File: src/rtl/hram_pkg.sv
// HyperRAM controller shared types and timing constants.
// Holds the FSM state enum, CA bit positions, edge counts and CA builder.
package hram_pkg;

  typedef enum logic [2:0] {
    IDLE,
    CS_SETUP,
    CA,
    LATENCY,
    DATA,
    CS_HOLD
  } state_t;

  localparam int CA_RW     = 47;
  localparam int CA_AS     = 46;
  localparam int CA_BURST  = 45;
  localparam int CA_ROW_HI = 44;
  localparam int CA_ROW_LO = 16;
  localparam int CA_COL_HI = 2;

  localparam int CA_EDGES   = 6;
  localparam int LAT_SHORT  = 6;
  localparam int LAT_LONG   = 14;
  localparam int REGW_EDGES = 8;

  function automatic logic [47:0] ca_word(
    input logic        wr,
    input logic        rs,
    input logic [31:0] a
  );
    logic [47:0] c;
    c = '0;
    c[CA_RW] = ~wr;
    c[CA_AS] = rs;
    c[CA_BURST] = 1'b1;
    c[CA_ROW_HI:CA_ROW_LO] = a[31:3];
    c[CA_COL_HI:0] = a[2:0];
    return c;
  endfunction

endpackage

File: src/rtl/hram_ctrl.sv
// HyperRAM single-word controller: request/response port to HyperBus.
// Ports: req_* in, resp_* out, hram_* bus pins with tristate split.
module hram_ctrl
  import hram_pkg::*;
(
  input  logic        clk,
  input  logic        resetn,
  input  logic        req_valid,
  output logic        req_ready,
  input  logic        req_write,
  input  logic        req_reg,
  input  logic [31:0] req_addr,
  input  logic [15:0] req_wdata,
  input  logic [1:0]  req_wstrb,
  output logic        resp_valid,
  output logic [15:0] resp_rdata,
  output logic        hram_cs,
  output logic        hram_ck,
  output logic        hram_rwds_oe,
  output logic        hram_rwds_dout,
  input  logic        hram_rwds_din,
  output logic        hram_dq_oe,
  output logic [7:0]  hram_dq_dout,
  input  logic [7:0]  hram_dq_din
);

  state_t      state_q, state_d;
  logic [4:0]  edge_q, edge_d;
  logic        ph_q, ph_d;
  logic        ck_q, ck_d;
  logic [47:0] ca_q;
  logic        write_q, reg_q, long_q;
  logic [15:0] wdata_q, rbuf_q, rdata_q;
  logic [1:0]  wstrb_q;
  logic        resp_q;

  logic        active, regw, first;
  logic [4:0]  edge_nx, dat_first;

  assign active = (state_q == CA) ||
                  (state_q == LATENCY) ||
                  (state_q == DATA);
  assign regw = write_q & reg_q;
  assign edge_nx = edge_q + 5'd1;
  // First data edge; register writes skip the latency phase.
  assign dat_first = regw ? 5'(REGW_EDGES - 2) :
                     long_q ? 5'(CA_EDGES + LAT_LONG) :
                              5'(CA_EDGES + LAT_SHORT);
  assign first = (edge_q == dat_first);

  always_ff @(posedge clk or negedge resetn) begin
    if (!resetn) begin
      state_q <= IDLE;
      edge_q  <= '0;
      ph_q    <= 1'b0;
      ck_q    <= 1'b0;
    end else begin
      state_q <= state_d;
      edge_q  <= edge_d;
      ph_q    <= ph_d;
      ck_q    <= ck_d;
    end
  end

  // ph_q: 0 = launch cycle, 1 = toggle cycle of the current edge.
  always_comb begin
    state_d = state_q;
    edge_d  = edge_q;
    ph_d    = ph_q;
    ck_d    = ck_q ^ (active & ~ph_q);
    unique case (state_q)
      IDLE: begin
        if (req_valid) state_d = CS_SETUP;
      end
      CS_SETUP: begin
        state_d = CA;
        edge_d  = '0;
        ph_d    = 1'b0;
      end
      CA, LATENCY, DATA: begin
        ph_d = ~ph_q;
        if (ph_q) begin
          edge_d = edge_nx;
          if (edge_nx == dat_first + 5'd2)
            state_d = CS_HOLD;
          else if (edge_nx == dat_first)
            state_d = DATA;
          else if (edge_nx == 5'(CA_EDGES))
            state_d = LATENCY;
        end
      end
      CS_HOLD: begin
        ph_d = ~ph_q;
        if (ph_q) state_d = IDLE;
      end
      default: state_d = IDLE;
    endcase
  end

  always_comb begin
    req_ready      = (state_q == IDLE);
    hram_cs        = (state_q == IDLE);
    hram_dq_oe     = 1'b0;
    hram_dq_dout   = '0;
    hram_rwds_oe   = 1'b0;
    hram_rwds_dout = 1'b0;
    if (state_q == CA) begin
      hram_dq_oe   = 1'b1;
      hram_dq_dout = ca_q[47:40];
    end else if (state_q == DATA && write_q) begin
      hram_dq_oe   = 1'b1;
      hram_dq_dout = first ? wdata_q[15:8] : wdata_q[7:0];
      if (!reg_q) begin
        hram_rwds_oe   = 1'b1;
        hram_rwds_dout = first ? wstrb_q[1] : wstrb_q[0];
      end
    end
  end

  assign hram_ck    = ck_q;
  assign resp_valid = resp_q;
  assign resp_rdata = rdata_q;

  always_ff @(posedge clk or negedge resetn) begin
    if (!resetn) begin
      ca_q    <= '0;
      write_q <= 1'b0;
      reg_q   <= 1'b0;
      long_q  <= 1'b0;
      wdata_q <= '0;
      wstrb_q <= '0;
      rbuf_q  <= '0;
      rdata_q <= '0;
      resp_q  <= 1'b0;
    end else begin
      resp_q <= (state_q == CS_HOLD) && ph_q;
      if (state_q == IDLE && req_valid) begin
        ca_q    <= ca_word(req_write, req_reg, req_addr);
        write_q <= req_write;
        reg_q   <= req_reg;
        wdata_q <= req_wdata;
        wstrb_q <= req_wstrb;
      end else if (state_q == CA && ph_q) begin
        ca_q <= ca_q << 8;
      end
      if (state_q == CA && !ph_q && edge_q == '0)
        long_q <= hram_rwds_din;
      // Each byte is taken in the launch slot after its bus edge.
      if (state_q == DATA && !ph_q &&
          edge_q == dat_first + 5'd1)
        rbuf_q[15:8] <= hram_dq_din;
      if (state_q == CS_HOLD && !ph_q)
        rbuf_q[7:0] <= hram_dq_din;
      if (state_q == CS_HOLD && ph_q && !write_q)
        rdata_q <= rbuf_q;
    end
  end

endmodule
File: config.mk
export PLATFORM = sky130hd
export DESIGN_NAME = hram_ctrl
export DESIGN_NICKNAME = d
export VERILOG_FILES = /design/src/rtl/hram_pkg.sv /design/src/rtl/hram_ctrl.sv
export SDC_FILE = /design/constraint.sdc
export NUM_CORES = 1
export LEC_CHECK = 0
export CORE_MARGIN = 3
export CORE_UTILIZATION = 60
export CTS_BUF_LIST = sky130_fd_sc_hd__clkbuf_4 sky130_fd_sc_hd__clkbuf_8 sky130_fd_sc_hd__clkbuf_16
export DETAILED_ROUTE_END_ITERATION = 7
export DONT_BUFFER_PORTS = 1
export PLACE_DENSITY = 0.86
export SYNTH_ARGS = -nofsm -noshare
export SYNTH_HDL_FRONTEND = slang
export SYNTH_SLANG_ARGS = --single-unit
File: constraint.sdc
create_clock -name clk -period 6.8 [get_ports clk]
set_input_delay 0.68 -clock clk [delete_from_list [all_inputs] [get_ports clk]]
set_output_delay 0.68 -clock clk [all_outputs]
set_load 0.05 [all_outputs]
## Yosys cells after proc, flatten, opt, wreduce, memory -nomap -nowiden

Cells that the tools add are included.

| word-level totals | value |
|---|---|
| bits in registers | 112 |
| input bits | 64 |
| output and inout bits | 31 |
| logic and storage cells | 85 |

| cells by class | value |
|---|---|
| add/sub/neg operators | 3 |
| equality and inequality tests | 14 |
| mux-type cells | 26 |
| bitwise logic cells | 5 |
| reductions and logical operators | 23 |

Operator list:

| kind | number |
|---|---|
| $mux W48 | 2 |
| $mux W8 | 3 |
| $eq A5 B5 Y1 | 4 |
| $mux W3 | 6 |
| $mux W5 | 3 |
| $pmux W3 S4 | 1 |
| $add A5 B1 Y5 const B | 2 |
| $logic_and A1 B1 Y1 | 10 |
| $pmux W5 S2 | 1 |
| $mux W1 | 9 |
| $eq A3 B2 Y1 const B | 2 |
| $eq A3 B3 Y1 const B | 2 |
| $ne A2 B2 Y1 const B | 3 |
| $reduce_bool A2 Y1 | 3 |
| $add A5 B2 Y5 const B | 1 |
| $eq A5 B3 Y1 const B | 1 |
| $logic_not A5 Y1 | 1 |
| $ne A4 B4 Y1 const B | 1 |
| $reduce_and A4 Y1 | 1 |
| $reduce_or A4 Y1 | 1 |
| $eq A3 B1 Y1 const B | 1 |
| $logic_not A3 Y1 | 1 |
| $reduce_or A3 Y1 | 1 |
| $and A1 B1 Y1 | 2 |
| other kinds (6) | 9 |

## Logic depth before layout (Yosys ltp)

| depth | value |
|---|---|
| depth in word-level cells | 7 |
| depth in mapped cells | 9 |
| mapped depth without buffers | 8 |

## Worst setup path after synthesis

OpenSTA, ideal clock, no wires.

| path | value |
|---|---|
| path kind | register -> output |
| from | register edge_q[4] |
| to | output hram_dq_dout[0] |
| data arrival time | 2.603 ns |
| required time | 6.120 ns |
| setup slack | 3.517 ns |
| stages on the path, launching flop included | 8 |
| cell sequence | dfrtp_1 -> buf_6 -> or3b_1 -> a211oi_2 -> o21ai_2 -> nor2_4 -> mux2i_1 -> o21ai_0 |

| between the ends | value |
|---|---|
| word-level cells in the longest chain between the ends | 4 |

RTL lines:

| element | line | text |
|---|---|---|
| start: declaration | hram_ctrl.sv:28 | `logic [4:0] edge_q, edge_d;` |
| start signal: assignment | hram_ctrl.sv:59 | `edge_q <= edge_d;` |
| $eq A5 B5 Y1 | hram_ctrl.sv:49 | `assign first = (edge_q == dat_first);` |
| $mux W8 | hram_ctrl.sv:112 | `hram_dq_dout = first ? wdata_q[15:8] : wdata_q[7:0];` |
| $mux W8 | hram_ctrl.sv:110 | `end else if (state_q == DATA && write_q) begin` |
| $mux W8 | hram_ctrl.sv:107 | `if (state_q == CA) begin` |
| end: declaration | hram_ctrl.sv:23 | `output logic [7:0] hram_dq_dout,` |

No other way between the ends.

## Worst setup path in the final report

| path | value |
|---|---|
| from | register edge_q[4] |
| to | output hram_dq_dout[4] |

The elaborated chain is that of the path after synthesis.

==> results.yml <==
outcome:
  status: "finished clean"
detailed_routing:
  drtIter0Drc: 262
  final_antenna_net_count: 0
  wl_per_cell_um: 17.8
  drc: 0
  wirelength_um: 9720
  num_vias: 3290
  viasPerCell: 6.03
  firstDrtPassIters: 7
clocking:
  root_buffer: "clkbuf_8"
  cts_setup_buffers: 0
  clock_sinks: 102
  tritoncts: "yes"
  path_clk_slew_ns: 0.11
  clk_latency_ns: 0.37
  htree_levels: 3
  cts_buffers: 9
  clock_path_buffers: 2
sta:
  relSlewSlack_pct: 35.5
  whs_ns: 0.220
  drv_slew: 0
  max_freq_ghz: 0.282
  setup_slack_ns: 3.25
  hold_viol: 0
  skew_ns: 0.0173
  tns_ns: 0
  worst_pin_slew_ns: 0.961
  rsz0062_at_grt: "false"
  period_share_pct: 52.2
  post-route-min-period_ns: 3.55
  setup_violations: 0
cells_and_area:
  layout_commonest_cell: "nand2_1"
  area_delta_synth_final_pct: 6.50
  nNetsFinal: 510
  stdcell_area_um2: 4940
  antennaDiodeCount: 0
  instances_no_fill: 546
  mostFrequentLayoutCells: "nand2_1 (132), dfrtp_1 (102), mux2_2 (33)"
  drive_above_1_share_pct: 14.5
power:
  ir_drop_uv: 227
  p_leak_nw: 2.31
  powerDensity_nw_per_um2: 398
floorplan:
  die_height_um: 93.9
  ioPinCount: 95
  fp-row-count: 31
  die-area_um2: 8820
  start_util_pct: 63.0
  core-area_um2: 7370
  dieWidth_um: 93.9
setup_path:
  cpPeakStageDelay_ns: 0.76
  crit_start: "edge_q[4]$_DFFE_PN0P_"
  path_class: "reg2out"
  critical_path.cell_chain: "or3b_1 -> a211oi_2 -> o21ai_2 -> nor2_4 -> mux2i_1 -> o21ai_1"
  critPathLaunchType: "register"
  r2r_end: "state_q[0]$_DFFE_PN0P_"
  timing.critical_path.buf_inv: 0
  cp_max_fo: 9
  critical_path_arrival_ns: 2.87
  regToRegStartpoint: "edge_q[0]$_DFFE_PN0P_"
  end_kind: "output port"
  cp_top_family: "compound AO/OA/AOI/OAI gates"
  required_ns: 6.12
  reg2reg_slack_ns: 4.24
  rr_worst_depth: 8
  cp_slowest_cell: "o21ai_1"
yosys:
  syn_avg_cell_area_um2: 10.3
  ys_async_sr_fraction_pct: 100
  synth_edf_count: 0
  ys.flop_type: "dfrtp_1"
  synth_area_um2: 4640
  synth_nets: 518
  yosys_register_bits: 102
  seq_area_frac_synth_pct: 55.0
  syn_inst: 450
  synth_cell_types: 50
  yosysWarnings: 0
worst_hold_path:
  hold_class: "in2async"
placement:
  post-dp-hpwl_um: 6690
  dpl_cell_area_um2: 4700
  portBuffers: 0
  gp_congestion: 0.943
  post-place-ws_ns: 3.67
  place_inst: 529
grt:
  grt_max_degree: 103
  grt_pass1_vias: 3094
  track_usage_pct: 22.6
  antenna_found_initial: 0
  grt.overflow.total: 0
  grt_pass1_wl_um: 15400
flow_run:
  cap_violations: 0
-- logic make-up (layout without fill, tap and decap cells) --
| group | count (synthesis) | in the layout | synth area share [%] |
|---|---|---|---|
| and+or+nand+nor | 177 | 177 | 16.6 |
| DFF | 102 | 102 | 55.0 |
| AOI/OAI and AO/OA | 76 | 76 | 11.0 |
| muxes | 50 | 50 | 11.7 |
| buffers and inverters | 33 | 30 | 3.16 |
| xor gates and xnor gates | 8 | 8 | 1.51 |
| adders and majority gates | 4 | 4 | 1.08 |
-- cells in the mapped netlist, drive strengths merged (3+ instances only) --
master	n	area share, %
a22oi	18	2.9
nor3	8	0.97
and2	3	0.40
buf	11	1.4
a21oi	8	0.86
nand2	132	11
mux2i	17	3.7
xor2	4	0.76
nor2	14	1.3
a22o	6	1.1
dfrtp	102	55
ha	4	1.1
o21ai	28	3.1
mux2	33	8.0
inv	6	0.49
nand3	3	0.32
xnor2	4	0.76
nand2b	3	0.40
clkbuf	16	1.3
-- registers in the layout, indices dropped and copies added, names as in the netlist --
register / count
hram_ck: 1
edge_q: 5
resp_rdata: 16
long_q: 1
ph_q: 1
ca_q: 38
wdata_q: 16
state_q: 3
wstrb_q: 2
resp_valid: 1
write_q: 1
rbuf_q: 16
reg_q: 1
-- worst reg2reg max path: stages (launching register included) --
cell and delay [ns]:
dfrtp_1 0.60, inv_1 0.18, ha_1 0.43, nand3b_1 0.26, xnor2_1 0.17, nor4_1 0.20
o21ai_0 0.20, a31oi_1 0.27, a2bb2oi_1 0.18
-- repair_timing --
action | in CTS | in global routing
resized for setup | 0 | 0
endpoints found under the setup margin | 0 | 0
hold buffers | 1 | 0
endpoints found under the hold margin | 102 | 0
-- cell type report --
class                           count  area [µm²]
Tap cell                           99         124
Clock buffer                        9         124
Timing Repair Buffer                8        80.1
Inverter                            6        22.5
Multi-Input combinational cell    315        1950
Sequential cell                   102        2550
Fill cell                         547        2430
Clock inverter                      7        91.3
-- stage by stage --
| step | utilization [%] | power, mW |
|---|---|---|
| detailed placement | 63.8 | 1.58 |
| CTS | 67.0 | 1.98 |
| floorplan | - | 1.43 |
| finish | 67.0 | 1.97 |
| global route | 67.0 | 2.10 |
| global placement | 63.8 | 1.54 |
-- how the worst max path moves through the flow --
stage                 endpoint  cells past startpoint  slack (ns)
6_report       hram_dq_dout[4]                      6        3.25
5_1_grt        hram_dq_dout[4]                      6        3.14
4_1_cts        hram_dq_dout[4]                      6        3.24
3_5_place_dp   hram_dq_dout[4]                      6        3.67
3_3_place_gp   hram_dq_dout[6]                      6        3.76
2_1_floorplan  hram_dq_dout[0]                      7        3.52
-- metal layers --
layer	routed length, µm	share of wire [%]	track usage, %	vias to the layer above
li1	-	-	-	1519
met1	3840	39	29.5	1595
met2	4910	50	36.1	157
met3	834	8.6	7.29	19
met4	144	1.5	6.50	0
met5	0	0	0	-
-- where the power goes --
| group | switching [mW] | leakage, nW | total, mW | internal, mW |
|---|---|---|---|---|
| clock | 0.236 | 0.105 | 0.385 | 0.149 |
| combinational | 0.386 | 0.882 | 0.606 | 0.220 |
| sequential | 0.181 | 1.32 | 0.977 | 0.797 |
(Power assumes the default switching activity.)
